File: src/rtl/bs2pol_unpack_generic.sv
// bs2pol_unpack_generic
//
// Unpacks a stream of COEF_W-bit coefficients, packed LSB-first across
// consecutive 64-bit source RAM words, into destination RAM words that hold
// four coefficients each, one per 16-bit lane ({lane3,lane2,lane1,lane0}).
// Used for p-, q- and T-domain polynomial vectors. Base addresses and the
// source word count are programmable at run time and latched on start.
//
// Parameters
//   COEF_W         coefficient width in bits, 1..16
//   ADDR_W         source/destination address width
//
// Ports
//   clk            clock
//   rst            synchronous, active-high reset
//   start          one-cycle pulse, accepted only in IDLE or DONE
//   rd_base        first source word address (latched on start)
//   wr_base        first destination word address (latched on start)
//   n_words        number of 64-bit source words to consume (latched on start)
//   sign_ext       only with SIGN_EXT_EN: sign-extend lanes (latched on start)
//   read_address   source RAM address; data returns one cycle later
//   read_data      source RAM data
//   write_address  destination RAM address
//   write_data     four 16-bit lanes
//   write_en       destination write strobe
//   busy           high while fetching/unpacking
//   done           high once a job has finished, until the next start or rst
//
// Build option
//   SIGN_EXT_EN    adds the sign_ext port; without it lanes are always
//                  zero-extended.

module bs2pol_unpack_generic #(
    parameter int COEF_W = 10,
    parameter int ADDR_W = 9
) (
    input  logic              clk,
    input  logic              rst,
    input  logic              start,
    input  logic [ADDR_W-1:0] rd_base,
    input  logic [ADDR_W-1:0] wr_base,
    input  logic [ADDR_W-1:0] n_words,
`ifdef SIGN_EXT_EN
    input  logic              sign_ext,
`endif
    output logic [ADDR_W-1:0] read_address,
    input  logic [63:0]       read_data,
    output logic [ADDR_W-1:0] write_address,
    output logic [63:0]       write_data,
    output logic              write_en,
    output logic              busy,
    output logic              done
);

    // One destination word consumes four coefficients from the accumulator.
    localparam int              GROUP_W    = 4 * COEF_W;
    localparam logic [7:0]      GROUP_FILL = 8'(GROUP_W);
    localparam logic [15:0]     LANE_MASK  = 16'((17'd1 << COEF_W) - 17'd1);

    typedef enum logic [1:0] {
        IDLE,
        FETCH,
        DONE
    } state_t;

    state_t              state_q,    state_d;
    logic [ADDR_W-1:0]   rdAddr_q,   rdAddr_d;
    logic [ADDR_W-1:0]   wrAddr_q,   wrAddr_d;
    logic [ADDR_W-1:0]   nWords_q,   nWords_d;
    logic [ADDR_W-1:0]   issued_q,   issued_d;
    logic [ADDR_W-1:0]   absorbed_q, absorbed_d;
    logic                pending_q,  pending_d;
    logic [127:0]        buf_q,      buf_d;
    logic [7:0]          fill_q,     fill_d;
`ifdef SIGN_EXT_EN
    logic                signExt_q,  signExt_d;
`endif

    logic                doWrite;
    logic                doIssue;
    logic [7:0]          consume;
    logic [7:0]          fillAfterConsume;
    logic [127:0]        shifted;
    logic [127:0]        appended;

    // A write drains the low GROUP_W bits; incoming read data is appended
    // above whatever survives this cycle's drain, so an absorb and a write
    // in the same cycle neither lose nor duplicate bits. A new read is only
    // launched when the bits left after this cycle's drain leave room for a
    // full 64-bit append next cycle, which keeps the 128-bit buffer from
    // ever overflowing.
    always_comb begin
        doWrite          = (state_q == FETCH) && (fill_q >= GROUP_FILL);
        consume          = doWrite ? GROUP_FILL : 8'd0;
        fillAfterConsume = fill_q - consume;
        doIssue          = (state_q == FETCH) && (issued_q < nWords_q) &&
                           !pending_q && (fillAfterConsume <= 8'd64);
        shifted          = doWrite ? (buf_q >> GROUP_W) : buf_q;
        appended         = {64'd0, read_data} << fillAfterConsume;
    end

    always_comb begin
        state_d    = state_q;
        rdAddr_d   = rdAddr_q;
        wrAddr_d   = wrAddr_q;
        nWords_d   = nWords_q;
        issued_d   = issued_q;
        absorbed_d = absorbed_q;
        pending_d  = doIssue;
        buf_d      = buf_q;
        fill_d     = fill_q;
`ifdef SIGN_EXT_EN
        signExt_d  = signExt_q;
`endif

        case (state_q)
            IDLE, DONE: begin
                if (start) begin
                    state_d    = FETCH;
                    rdAddr_d   = rd_base;
                    wrAddr_d   = wr_base;
                    nWords_d   = n_words;
                    issued_d   = '0;
                    absorbed_d = '0;
                    pending_d  = 1'b0;
                    buf_d      = '0;
                    fill_d     = '0;
`ifdef SIGN_EXT_EN
                    signExt_d  = sign_ext;
`endif
                end
            end

            FETCH: begin
                // pending_q marks the cycle in which the previous read's data
                // is on read_data.
                if (pending_q) begin
                    buf_d      = shifted | appended;
                    fill_d     = fillAfterConsume + 8'd64;
                    absorbed_d = absorbed_q + 1'b1;
                end else begin
                    buf_d      = shifted;
                    fill_d     = fillAfterConsume;
                end

                if (doWrite) begin
                    wrAddr_d = wrAddr_q + 1'b1;
                end

                if (doIssue) begin
                    rdAddr_d = rdAddr_q + 1'b1;
                    issued_d = issued_q + 1'b1;
                end

                // Every read absorbed and too few bits left for another
                // destination word: the remainder is dropped.
                if ((absorbed_q == nWords_q) && (fill_q < GROUP_FILL)) begin
                    state_d = DONE;
                end
            end

            default: begin
                state_d = IDLE;
            end
        endcase
    end

    always_ff @(posedge clk) begin
        if (rst) begin
            state_q    <= IDLE;
            rdAddr_q   <= '0;
            wrAddr_q   <= '0;
            nWords_q   <= '0;
            issued_q   <= '0;
            absorbed_q <= '0;
            pending_q  <= 1'b0;
            buf_q      <= '0;
            fill_q     <= '0;
`ifdef SIGN_EXT_EN
            signExt_q  <= 1'b0;
`endif
        end else begin
            state_q    <= state_d;
            rdAddr_q   <= rdAddr_d;
            wrAddr_q   <= wrAddr_d;
            nWords_q   <= nWords_d;
            issued_q   <= issued_d;
            absorbed_q <= absorbed_d;
            pending_q  <= pending_d;
            buf_q      <= buf_d;
            fill_q     <= fill_d;
`ifdef SIGN_EXT_EN
            signExt_q  <= signExt_d;
`endif
        end
    end

    // Lane k carries coefficient k of the current group, widened to 16 bits.
    always_comb begin
        write_data = '0;
        for (int k = 0; k < 4; k++) begin
            logic [COEF_W-1:0] coef;
            logic [15:0]       lane;
            coef = buf_q[k*COEF_W +: COEF_W];
            lane = 16'(coef);
`ifdef SIGN_EXT_EN
            if (signExt_q && coef[COEF_W-1]) begin
                lane = lane | ~LANE_MASK;
            end
`endif
            write_data[k*16 +: 16] = lane;
        end
    end

    assign write_en      = doWrite;
    assign read_address  = rdAddr_q;
    assign write_address = wrAddr_q;
    assign busy          = (state_q == FETCH);
    assign done          = (state_q == DONE);

`ifndef SIGN_EXT_EN
    // The mask only matters when sign extension is built in.
    logic unusedMask;
    assign unusedMask = ^LANE_MASK;
`endif

endmodule
File: config.mk
export PLATFORM = sky130hd
export DESIGN_NAME = bs2pol_unpack_generic
export DESIGN_NICKNAME = d
export VERILOG_FILES = /design/src/rtl/bs2pol_unpack_generic.sv
export SDC_FILE = /design/constraint.sdc
export NUM_CORES = 1
export LEC_CHECK = 0
export CAP_MARGIN = 20
export CORE_AREA = 2 2 147 149
export DETAILED_ROUTE_END_ITERATION = 6
export DIE_AREA = 0 0 149 151
export DONT_BUFFER_PORTS = 1
export PLACE_DENSITY = 0.69
export SYNTH_ARGS = -nofsm -noshare
export SYNTH_HDL_FRONTEND = slang
export SYNTH_SLANG_ARGS = --single-unit
File: constraint.sdc
create_clock -name clk -period 4.6 [get_ports clk]
set_input_delay 0.92 -clock clk [delete_from_list [all_inputs] [get_ports clk]]
set_output_delay 0.92 -clock clk [all_outputs]
set_load 0.01 [all_outputs]
==> summary.md, run 1 <==
| Metric | Value |
|---|---|
| Status | `complete, no violations` |
| Synth top area share | `33.0%` |
| #FFs+latches synth | `between 150 and 200` |
| Ys flop type | `dfxtp_1` |
| GRT overflow | `0` |
| NumNets Final | `about 1400` |
| Syn-to-layout area delta | `3.50%` |
| Share of post-route cells with drive strength above 1 | `a little under a tenth` |
| Cell types with the highest counts after synthesis | `dfxtp_1 (181), nand2_1 (129), a21oi_1 (127), nor2_1 (99), clkbuf_1 (84)` |
| Pwr Total | `3710 uW` |
| Netlist cell types | `roughly 60` |
| Most frequent cell after synthesis | `dfxtp_1` |
| Vias in the first global route | `approximately 9000` |
| Asr flop ratio synth | `0%` |
| Ranking of synthesized cells by area | `dfxtp_1 (33%), a21oi_1 (5.8%), mux2i_1 (5.0%)` |
| Setup bufs post-CTS | `0` |
| Min-Delay Path Depth | `2` |
| Ant. Diodes | `0` |
| RSZ-0062 raised after global routing | `false` |
| Die H | `151 um` |
| R2R Path Start | `fill_q[4]$_SDFFE_PP0P_` |
| First-pass GRT wire length | `55400 um` |
| H-tree depth | `4` |
| Detailed Place HPWL | `about 26000 um` |
| Power Density | `327 nW/um2` |
| Final setup viols | `0` |
| Critical path class | `reg2reg` |
| EDFF count, synth | `0` |
| Clock buffer depth | `2` |
| Synth area leader | `dfxtp_1` |
| Setup crit end kind | `register` |
| Fin crit period | `~4.2 ns` |
| Clock skew | `0.0139 ns` |
| Pins over their slew limit | `0` |
| Initial antenna violation count | `1` |
| Worst R2R Setup Slack | `~0.40 ns` |
| Reg2reg end | `issued_q[8]$_SDFFE_PP0P_` |
| Post-cts sizing count | `0` |
| Register area share after synthesis | `around a third` |
| Core area | `20800 um2` |
| Peak fanout along the critical path | `29` |
| Number of CTS-inserted buffers | `17` |
| WP data required | `between 4 and 5 ns` |
| Root buffer cell | `clkbuf_16` |
| Yosys synthesis warning count | `0` |
| Worst path slowest cell | `or4_1` |
| CP max stage delay | `around 0.63 ns` |
| Clock sink count | `181` |
| Clock slew at reported path FFs | `~0.07 ns` |
| Hold Fails Final Rpt | `0` |
| Initial Util | `~53%` |
| Worst-skew pair later-pin latency | `0.44 ns` |
| Largest net degree at the start of global routing | `125` |
| Starting DRT DRC Count | `1253` |
| Setup crit start kind | `register` |
| WL final | `36600 um` |
| WP data arrival | `between 4 and 5 ns` |
| FMAX | `between 200 and 250 MHz` |
| Setup TNS | `0 ns` |
| Cts-stage hold buffer count | `0` |
| Slew Limit Headroom | `a little over a quarter` |
| Worst Tran Pin Value | `1.09 ns` |
| Die Span X | `approximately 150 um` |
| Routed wire length per instance | `23.9 um` |
| Hold_sp | `buf_q[90]$_SDFFE_PP0P_` |
| Max Cap Viol | `0` |
| WHS Endpoint | `buf_q[90]$_SDFFE_PP0P_` |
| Vias per cell | `~6.7` |
| Drt pass-1 iters | `6` |
| I/O Pins | `179` |
| GRT Total Usage | `between 30% and 40%` |
| Synth Instances | `between 1000 and 1500` |
| TritonCTS clock tree | `done` |
| Max VDD drop | `0.000243 V` |
| Die area | `~22000 um2` |
| Critical path, cell by cell | `o21ai_0 > a21o_1 > buf_4 > ha_1 > a21oi_1 > xor2_2 > inv_2 > ha_1 > a31oi_1 > a311oi_2 > nand2_1 > or4_1 > nand2_1` |
| Worst Hold Class | `reg2reg` |
| Period utilisation layout | `between 90% and 100%` |
| Synth Area per Inst | `approximately 8.1 um2` |
| Port bufs | `0` |
| Post-route DRC | `0` |
| ANT nets after route | `0` |
| Filler Cells Inserted | `~2000` |
| Vias | `10300` |
| Rows | `53` |
| GPL Wtd Cong | `0.990` |
| Leakage power | `around 0.0042 uW` |
| Mapped cell area | `between 10000 and 15000 um2` |
| Worst reg2reg path depth | `13` |
## worst max path at each step
stage | startpoint | end | slack [ns] | depth (start not counted)
floorplan | state_q[1]$_SDFFE_PP0P_ | issued_q[7]$_SDFFE_PP0P_ | 0.51 | 19
global placement | fill_q[3]$_SDFFE_PP0P_ | issued_q[8]$_SDFFE_PP0P_ | 0.54 | 13
detailed placement | fill_q[4]$_SDFFE_PP0P_ | issued_q[8]$_SDFFE_PP0P_ | 0.41 | 13
CTS | fill_q[4]$_SDFFE_PP0P_ | issued_q[8]$_SDFFE_PP0P_ | 0.40 | 13
global route | fill_q[4]$_SDFFE_PP0P_ | issued_q[7]$_SDFFE_PP0P_ | 0.02 | 13
finish | fill_q[4]$_SDFFE_PP0P_ | issued_q[8]$_SDFFE_PP0P_ | 0.40 | 13
## critical path: cells and delay by family (launching register included)
kind | cells | cell delay, ns
flops | 1 | 0.34
buf+inv | 2 | 0.70
simple gates | 3 | 1.15
fa+ha+maj | 2 | 0.63
xor+xnor | 1 | 0.11
compound gates | 5 | 1.22
## final cells by class
type	instances	area, um2	share of cell area (%)
Tap cell	275	344	3.03
Multi-Input combinational cell	989	6430	56.7
Clock inverter	15	218	1.92
Clock buffer	17	425	3.75
Timing Repair Buffer	24	205	1.81
Sequential cell	181	3620	31.9
Inverter	28	105	0.926
## kinds of logic after synthesis
kind of cell / synth area share, %
buffers and inverters: 9.63
other: 0.0342
and+or+nand+nor: 17.0
xor gates and xnor gates: 2.13
AOI/OAI and AO/OA: 27.0
DFF: 33.0
adders and majority gates: 1.94
muxes: 9.23
## routing by layer
metal | GRT usage, % | routed length (um) | up-vias | share of wire (%)
met4 | 13.5 | 1670 | 0 | 4.6
met2 | 49.2 | 16300 | 570 | 45
met1 | 43.1 | 14700 | 4897 | 40
met3 | 7.26 | 3910 | 94 | 11
met5 | 0 | 0 | - | 0
li1 | - | - | 4719 | -
## sequential cells by signal (all words and copies together) (netlist names)
name           count
write_address      9
pending_q          1
absorbed_q         9
buf_q            128
fill_q             5
state_q            2
read_address       9
nWords_q           9
issued_q           9
## per-stage QoR
stage | hold WS [ns] | instance area (um2) | setup WS (ns) | instances | util [%]
4_1_cts | 0.460 | 11300 | 0.397 | 1528 | 54.4
5_1_grt | 0.507 | 11400 | 0.0181 | 1529 | 54.5
6_report | 0.459 | 11400 | 0.401 | 1529 | 54.5
3_5_place_dp | 0.442 | 10700 | 0.414 | 1496 | 51.3
2_1_floorplan | 0.425 | 11100 | 0.507 | 1378 | -
3_3_place_gp | 0.437 | 10700 | 0.539 | 1495 | 51.3
## power breakdown
group          total (uW)  internal, uW  switching [uW]
Sequential           1640          1600            47.6
Combinational         446           144             302
Clock                1620           927             691
Total                3710          2670            1040
## cells in the final DEF, fill, tap and decap left out, types with 11 or more instances in the layout
cell type  synthesis  layout
buf_4             66      22
and3_1            12      12
a22o_1            19      19
nor2_1            99      98
o21ai_0           52      52
a31oi_1           30      30
a311oi_1          12      12
a222oi_1          24      24
nand4_1           11      11
conb_1             1      24
mux2i_1           55      55
inv_1             25      24
nand2_1          129     128
a221o_1           17      17
xnor2_1           13      12
nand2b_1          15      14
ha_1              17      15
clkbuf_16          0      17
mux2_2            29      29
nor3_1            37      37
a21oi_1          127     127
nand3_1           57      57
a22oi_1           54      54
a2bb2oi_1         13      13
a211oi_1          32      32
dfxtp_1          181     181
Note: power is estimated with default switching activity, not from simulation.
==> inputs of run 2 (changes only) <==
GPL_TIMING_DRIVEN = 0   (was default)
==> summary.md, run 2 (synthesis gave the netlist of run 1 again) <==
| Metric | Value |
|---|---|
| Status | `complete, no violations` |
| Pins over their slew limit | `0` |
| GRT overflow | `0` |
| Clock skew | `around 0.014 ns` |
| Critical path class | `reg2reg` |
| GPL Wtd Cong | `~1.1` |
| Worst-skew pair later-pin latency | `0.45 ns` |
| Final setup viols | `0` |
| GRT Total Usage | `38.4%` |
| Clock slew at reported path FFs | `about 0.080 ns` |
| Syn-to-layout area delta | `10.0%` |
| Core area | `between 20000 and 25000 um2` |
| Largest net degree at the start of global routing | `22` |
| Uppermost layer routed | `met4` |
| WP data arrival | `roughly 5 ns` |
| Setup TNS | `0 ns` |
| Vias per cell | `around 6.6` |
| H-tree depth | `4` |
| Initial antenna violation count | `0` |
| Final worst setup slack | `a little under 0.006 ns` |
| Slew Limit Headroom | `24.9%` |
| I/O Pins | `roughly 180` |
| Setup Slack @ Placement | `-0.695 ns` |
| Die area | `22500 um2` |
| Ant. Diodes | `0` |
| ANT nets after route | `0` |
| Commonest non-fill, non-tap cell in the layout | `dfxtp_1` |
| Number of CTS-inserted buffers | `17` |
| Worst R2R Setup Slack | `between 0.005 and 0.006 ns` |
| Routed wire length per instance | `between 20 and 30 um` |
| Vias in the first global route | `approximately 10000` |
| Share of post-route cells with drive strength above 1 | `13.2%` |
| Die Span X | `between 100 and 150 um` |
| Max Cap Viol | `0` |
| Initial Util | `between 50% and 60%` |
| Vias | `roughly 11000` |
| Power Density | `about 310 nW/um2` |
| Worst hold slack | `0.463 ns` |
| Port bufs | `0` |
| Detailed Place HPWL | `between 30000 and 40000 um` |
| Fin crit period | `roughly 4.6 ns` |
| Leakage power | `approximately 0.0046 uW` |
| Max FFs per register | `approximately 130` |
| Worst Tran Pin Value | `around 1.1 ns` |
| Peak fanout along the critical path | `11` |
| RSZ-0062 raised after global routing | `true` |
| Met3 wire len | `~4900 um` |
| Period utilisation layout | `about 100%` |
| Clock sink count | `181` |
| Largest reg by FF count | `buf_q` |
| Post-route DRC | `0` |
| Cts-stage hold buffer count | `0` |
| Hold Fails Final Rpt | `0` |
| WP data required | `~5.0 ns` |
| Setup crit start kind | `register` |
| FMAX | `~220 MHz` |
| Clock buffer depth | `2` |
| Drt pass-1 iters | `6` |
| Max VDD drop | `0.000213 V` |
| Met2 wire length | `18700 um` |
| Setup crit end kind | `register` |
| Starting DRT DRC Count | `between 1500 and 2000` |
| Filler Cells Inserted | `1983` |
| Worst Hold Class | `reg2reg` |
| NumNets Final | `around 1500` |
| Die H | `~150 um` |
| Rows | `53` |
| Commonest non-fill, non-tap cells in the layout | `dfxtp_1 (181), nand2_1 (129), a21oi_1 (126)` |
| First-pass GRT wire length | `between 60000 and 70000 um` |
| Met1 wire length | `about 18000 um` |
| Root buffer cell | `clkbuf_16` |
| TritonCTS clock tree | `done` |
| WL final | `~44000 um` |
[run 2: changes by cell type in the layout (fill, tap and decap cells not counted), sizes merged]
cell	before	now
buf	24	95
bufinv	4	0
clkbuf	17	103
clkinv	1	7
clkinvlp	5	0
inv	33	36
[run 2: worst paths after layout]
check,startpoint,end,cells after the start
hold reg to reg,buf_q[92]$_SDFFE_PP0P_,buf_q[92]$_SDFFE_PP0P_,2
setup reg to reg,state_q[1]$_SDFFE_PP0P_,buf_q[49]$_SDFFE_PP0P_,15
setup / recovery,state_q[1]$_SDFFE_PP0P_,buf_q[49]$_SDFFE_PP0P_,15
hold / removal,buf_q[92]$_SDFFE_PP0P_,buf_q[92]$_SDFFE_PP0P_,2
[run 2: per-layer routing]
layer,GRT usage [%],vias up
met5,0,-
met4,21.3,0
met3,8.61,152
met2,57.2,740
met1,51.6,5259
li1,-,5026
[run 2: per-stage QoR]
stage                     std cells  utilization, %  area, um2  power [uW]
after detailed placement       1653            54.7      11400        2200
after global routing           1686            57.9      12100        3830
after CTS                      1686            57.8      12000        3710
after floorplan                1378               -      11100        2030
final                          1686            57.9      12100        3730
after global placement         1653            54.7      11400        2200
[run 2: critical path: stages (launching register included)]
cell and delay [ns]:
dfxtp_1 0.34, nand2b_2 0.23, a21o_1 0.15, buf_2 0.23, inv_2 0.14, clkbuf_4 0.23
ha_1 0.24, ha_1 0.28, buf_4 0.23, buf_2 0.30, buf_2 0.34, mux2i_1 0.15
o21ai_0 0.88, mux2i_1 0.36, nand2b_1 0.25, a31oi_1 0.15
[run 2: cell type report]
cell class                      count  area, um2  area share [%]
Clock inverter                     15        194            1.61
Inverter                           28        105           0.871
Sequential cell                   181       3620            30.0
Timing Repair Buffer                2       15.0           0.124
Multi-Input combinational cell    989       6400            53.0
Tap cell                          275        344            2.85
Clock buffer                       17        425            3.53
Buffer                            179        962            7.97
[run 2: where the power goes]
group	switching [uW]	internal, uW	total, uW
registers	44.1	1600	1640
logic	383	168	551
clock network	793	752	1540
[run 2: repair_timing]
item | in CTS | in global routing
pin swaps | 1 | 1
cloned | 0 | 0
setup buffers | 2 | 0
resized for setup | 6 | 12
endpoints found under the setup margin | 58 | 43
==> inputs of run 3 (changes only) <==
CELL_PAD_IN_SITES_DETAIL_PLACEMENT = 1   (was default)
CELL_PAD_IN_SITES_GLOBAL_PLACEMENT = 1   (was default)
CORE_AREA = 2 2 155 157   (was 2 2 147 149)
CTS_CLUSTER_DIAMETER = 200   (was default)
DIE_AREA = 0 0 157 159   (was 0 0 149 151)
PLACE_DENSITY = 0.81   (was 0.69)
==> summary.md, run 3 (synthesis gave the netlist of run 1 again) <==
| Metric | Value |
|---|---|
| Status | `complete, no violations` |
| Ant. Diodes | `0` |
| Filler Cells Inserted | `2837` |
| Max VDD drop | `about 0.00023 V` |
| Drt pass-1 iters | `5` |
| Commonest non-fill, non-tap cells in the layout | `dfxtp_1 (181), nand2_1 (129), a21oi_1 (125)` |
| DP Area | `approximately 11000 um2` |
| Die H | `between 150 and 200 um` |
| Port bufs | `0` |
| Max FFs per register | `~130` |
| Hold Fails Final Rpt | `0` |
| Initial Util | `a little under half` |
| Hold_sp | `buf_q[88]$_SDFFE_PP0P_` |
| Die Span X | `approximately 160 um` |
| GRT overflow | `0` |
| Routed wire length per instance | `around 28 um` |
| Vias in the first global route | `approximately 11000` |
| Rows | `56` |
| Share of post-route cells with drive strength above 1 | `a little over an eighth` |
| Detailed Place HPWL | `approximately 38000 um` |
| Vias per cell | `~6.6` |
| GPL Wtd Cong | `roughly 1.1` |
| Worst-skew pair later-pin latency | `0.46 ns` |
| Initial antenna violation count | `1` |
| Clock buffer depth | `2` |
| Number of CTS-inserted buffers | `17` |
| Root buffer cell | `clkbuf_16` |
| Critical path class | `reg2reg` |
| Worst Tran Pin Value | `around 1.1 ns` |
| FMAX | `~220 MHz` |
| CP startpoint | `fill_q[7]$_SDFFE_PP0P_` |
| Syn-to-layout area delta | `10.4%` |
| Largest reg by FF count | `buf_q` |
| Pins over their slew limit | `0` |
| Final setup viols | `0` |
| Period utilisation layout | `a little over nine tenths` |
| NumNets Final | `between 1500 and 2000` |
| RSZ-0062 raised after global routing | `false` |
| Clock slew at reported path FFs | `approximately 0.080 ns` |
| Setup crit end kind | `register` |
| Cts-stage hold buffer count | `0` |
| Clock sink count | `approximately 180` |
| GRT Total Usage | `38.8%` |
| TritonCTS clock tree | `done` |
| ANT nets after route | `0` |
| Fin crit period | `approximately 4.5 ns` |
| Starting DRT DRC Count | `~1300` |
| Core area | `roughly 23000 um2` |
| WP data arrival | `roughly 4.9 ns` |
| Commonest non-fill, non-tap cell in the layout | `dfxtp_1` |
| Peak fanout along the critical path | `11` |
| Post-route DRC | `0` |
| Clock skew | `0.0138 ns` |
| WL final | `approximately 49000 um` |
| Leakage power | `roughly 0.0046 uW` |
| Setup crit start kind | `register` |
| Post-layout instance area | `roughly 12000 um2` |
| Die area | `approximately 25000 um2` |
| H-tree depth | `4` |
| Power Density | `between 300 and 400 nW/um2` |
| Slew Limit Headroom | `between 20% and 30%` |
| Final Util | `between 50 and 60%` |
| Worst Hold Class | `reg2reg` |
| Vias | `11500` |
| WP data required | `4.99 ns` |
| First-pass GRT wire length | `between 70000 and 80000 um` |
| R2R Path Start | `fill_q[7]$_SDFFE_PP0P_` |
| Max Cap Viol | `0` |
| Pwr Total | `around 3700 uW` |
| Largest net degree at the start of global routing | `17` |
| I/O Pins | `179` |
==> run 3: changes by cell type in the layout (fill, tap and decap cells not counted), sizes merged <==
cell,delta
buf,+1
bufinv,+1
clkbuf,+3
clkinvlp,+1
inv,-5
==> run 3: worst max-delay path, cell delays in order (launching register included) <==
cell      delay [ns]
dfxtp_1         0.38
nor2_2          0.19
a21o_1          0.15
buf_2           0.24
inv_4           0.12
clkbuf_4        0.23
ha_1            0.24
ha_1            0.28
buf_4           0.22
buf_2           0.33
buf_2           0.36
mux2i_1         0.15
o21ai_0         0.84
mux2i_1         0.36
nand2b_1        0.25
a31oi_1         0.13
==> run 3: power by group <==
part	leakage [uW]	total (uW)	switching [uW]	internal (uW)
sequential	0.00146	1640	45.4	1600
combinational	0.00288	578	408	170
clock	0.000280	1490	716	773
total	0.00462	3710	1170	2540
==> run 3: metrics by stage <==
step | hold WS [ns] | setup TNS, ns | setup WS, ns | std cells
floorplan | 0.425 | 0 | 0.507 | 1378
finish | 0.468 | 0 | 0.0557 | 1731
detailed placement | 0.448 | -15.90 | -0.798 | 1698
global route | 0.488 | 0 | 0.00337 | 1731
global placement | 0.439 | -10.24 | -0.637 | 1697
CTS | 0.465 | 0 | 0.0146 | 1731
==> run 3: routing by layer <==
metal	global-route usage [%]	vias to the layer above	wire, um	share of wire (%)
met2	60.4	629	22200	45
met3	8.25	140	4680	9.5
met1	51.2	5708	19700	40
met4	18.2	2	2520	5.1
met5	0	-	13	0.026
li1	-	5032	-	-
==> run 3: final cells by class <==
class | instances | area, um2 | share of cell area, %
Buffer | 178 | 962 | 7.95
Timing Repair Buffer | 4 | 30.0 | 0.248
Sequential cell | 181 | 3620 | 29.9
Multi-Input combinational cell | 989 | 6420 | 53.0
Clock inverter | 12 | 121 | 1.00
Inverter | 28 | 108 | 0.889
Tap cell | 319 | 399 | 3.30
Clock buffer | 20 | 447 | 3.69
==> run 3: what timing repair did <==
item,4_1_cts,5_1_grt
endpoints found under the setup margin,89,38
pin swaps,1,2
gates resized for setup,7,19
buffers inserted,2,1
==> run 3: worst paths after layout <==
kind                                  to  slack [ns]  depth (start not counted)
setup / recovery  buf_q[51]$_SDFFE_PP0P_        0.06                         15
hold / removal    buf_q[88]$_SDFFE_PP0P_        0.47                          2
setup reg to reg  buf_q[51]$_SDFFE_PP0P_        0.06                         15
hold reg to reg   buf_q[88]$_SDFFE_PP0P_        0.47                          2
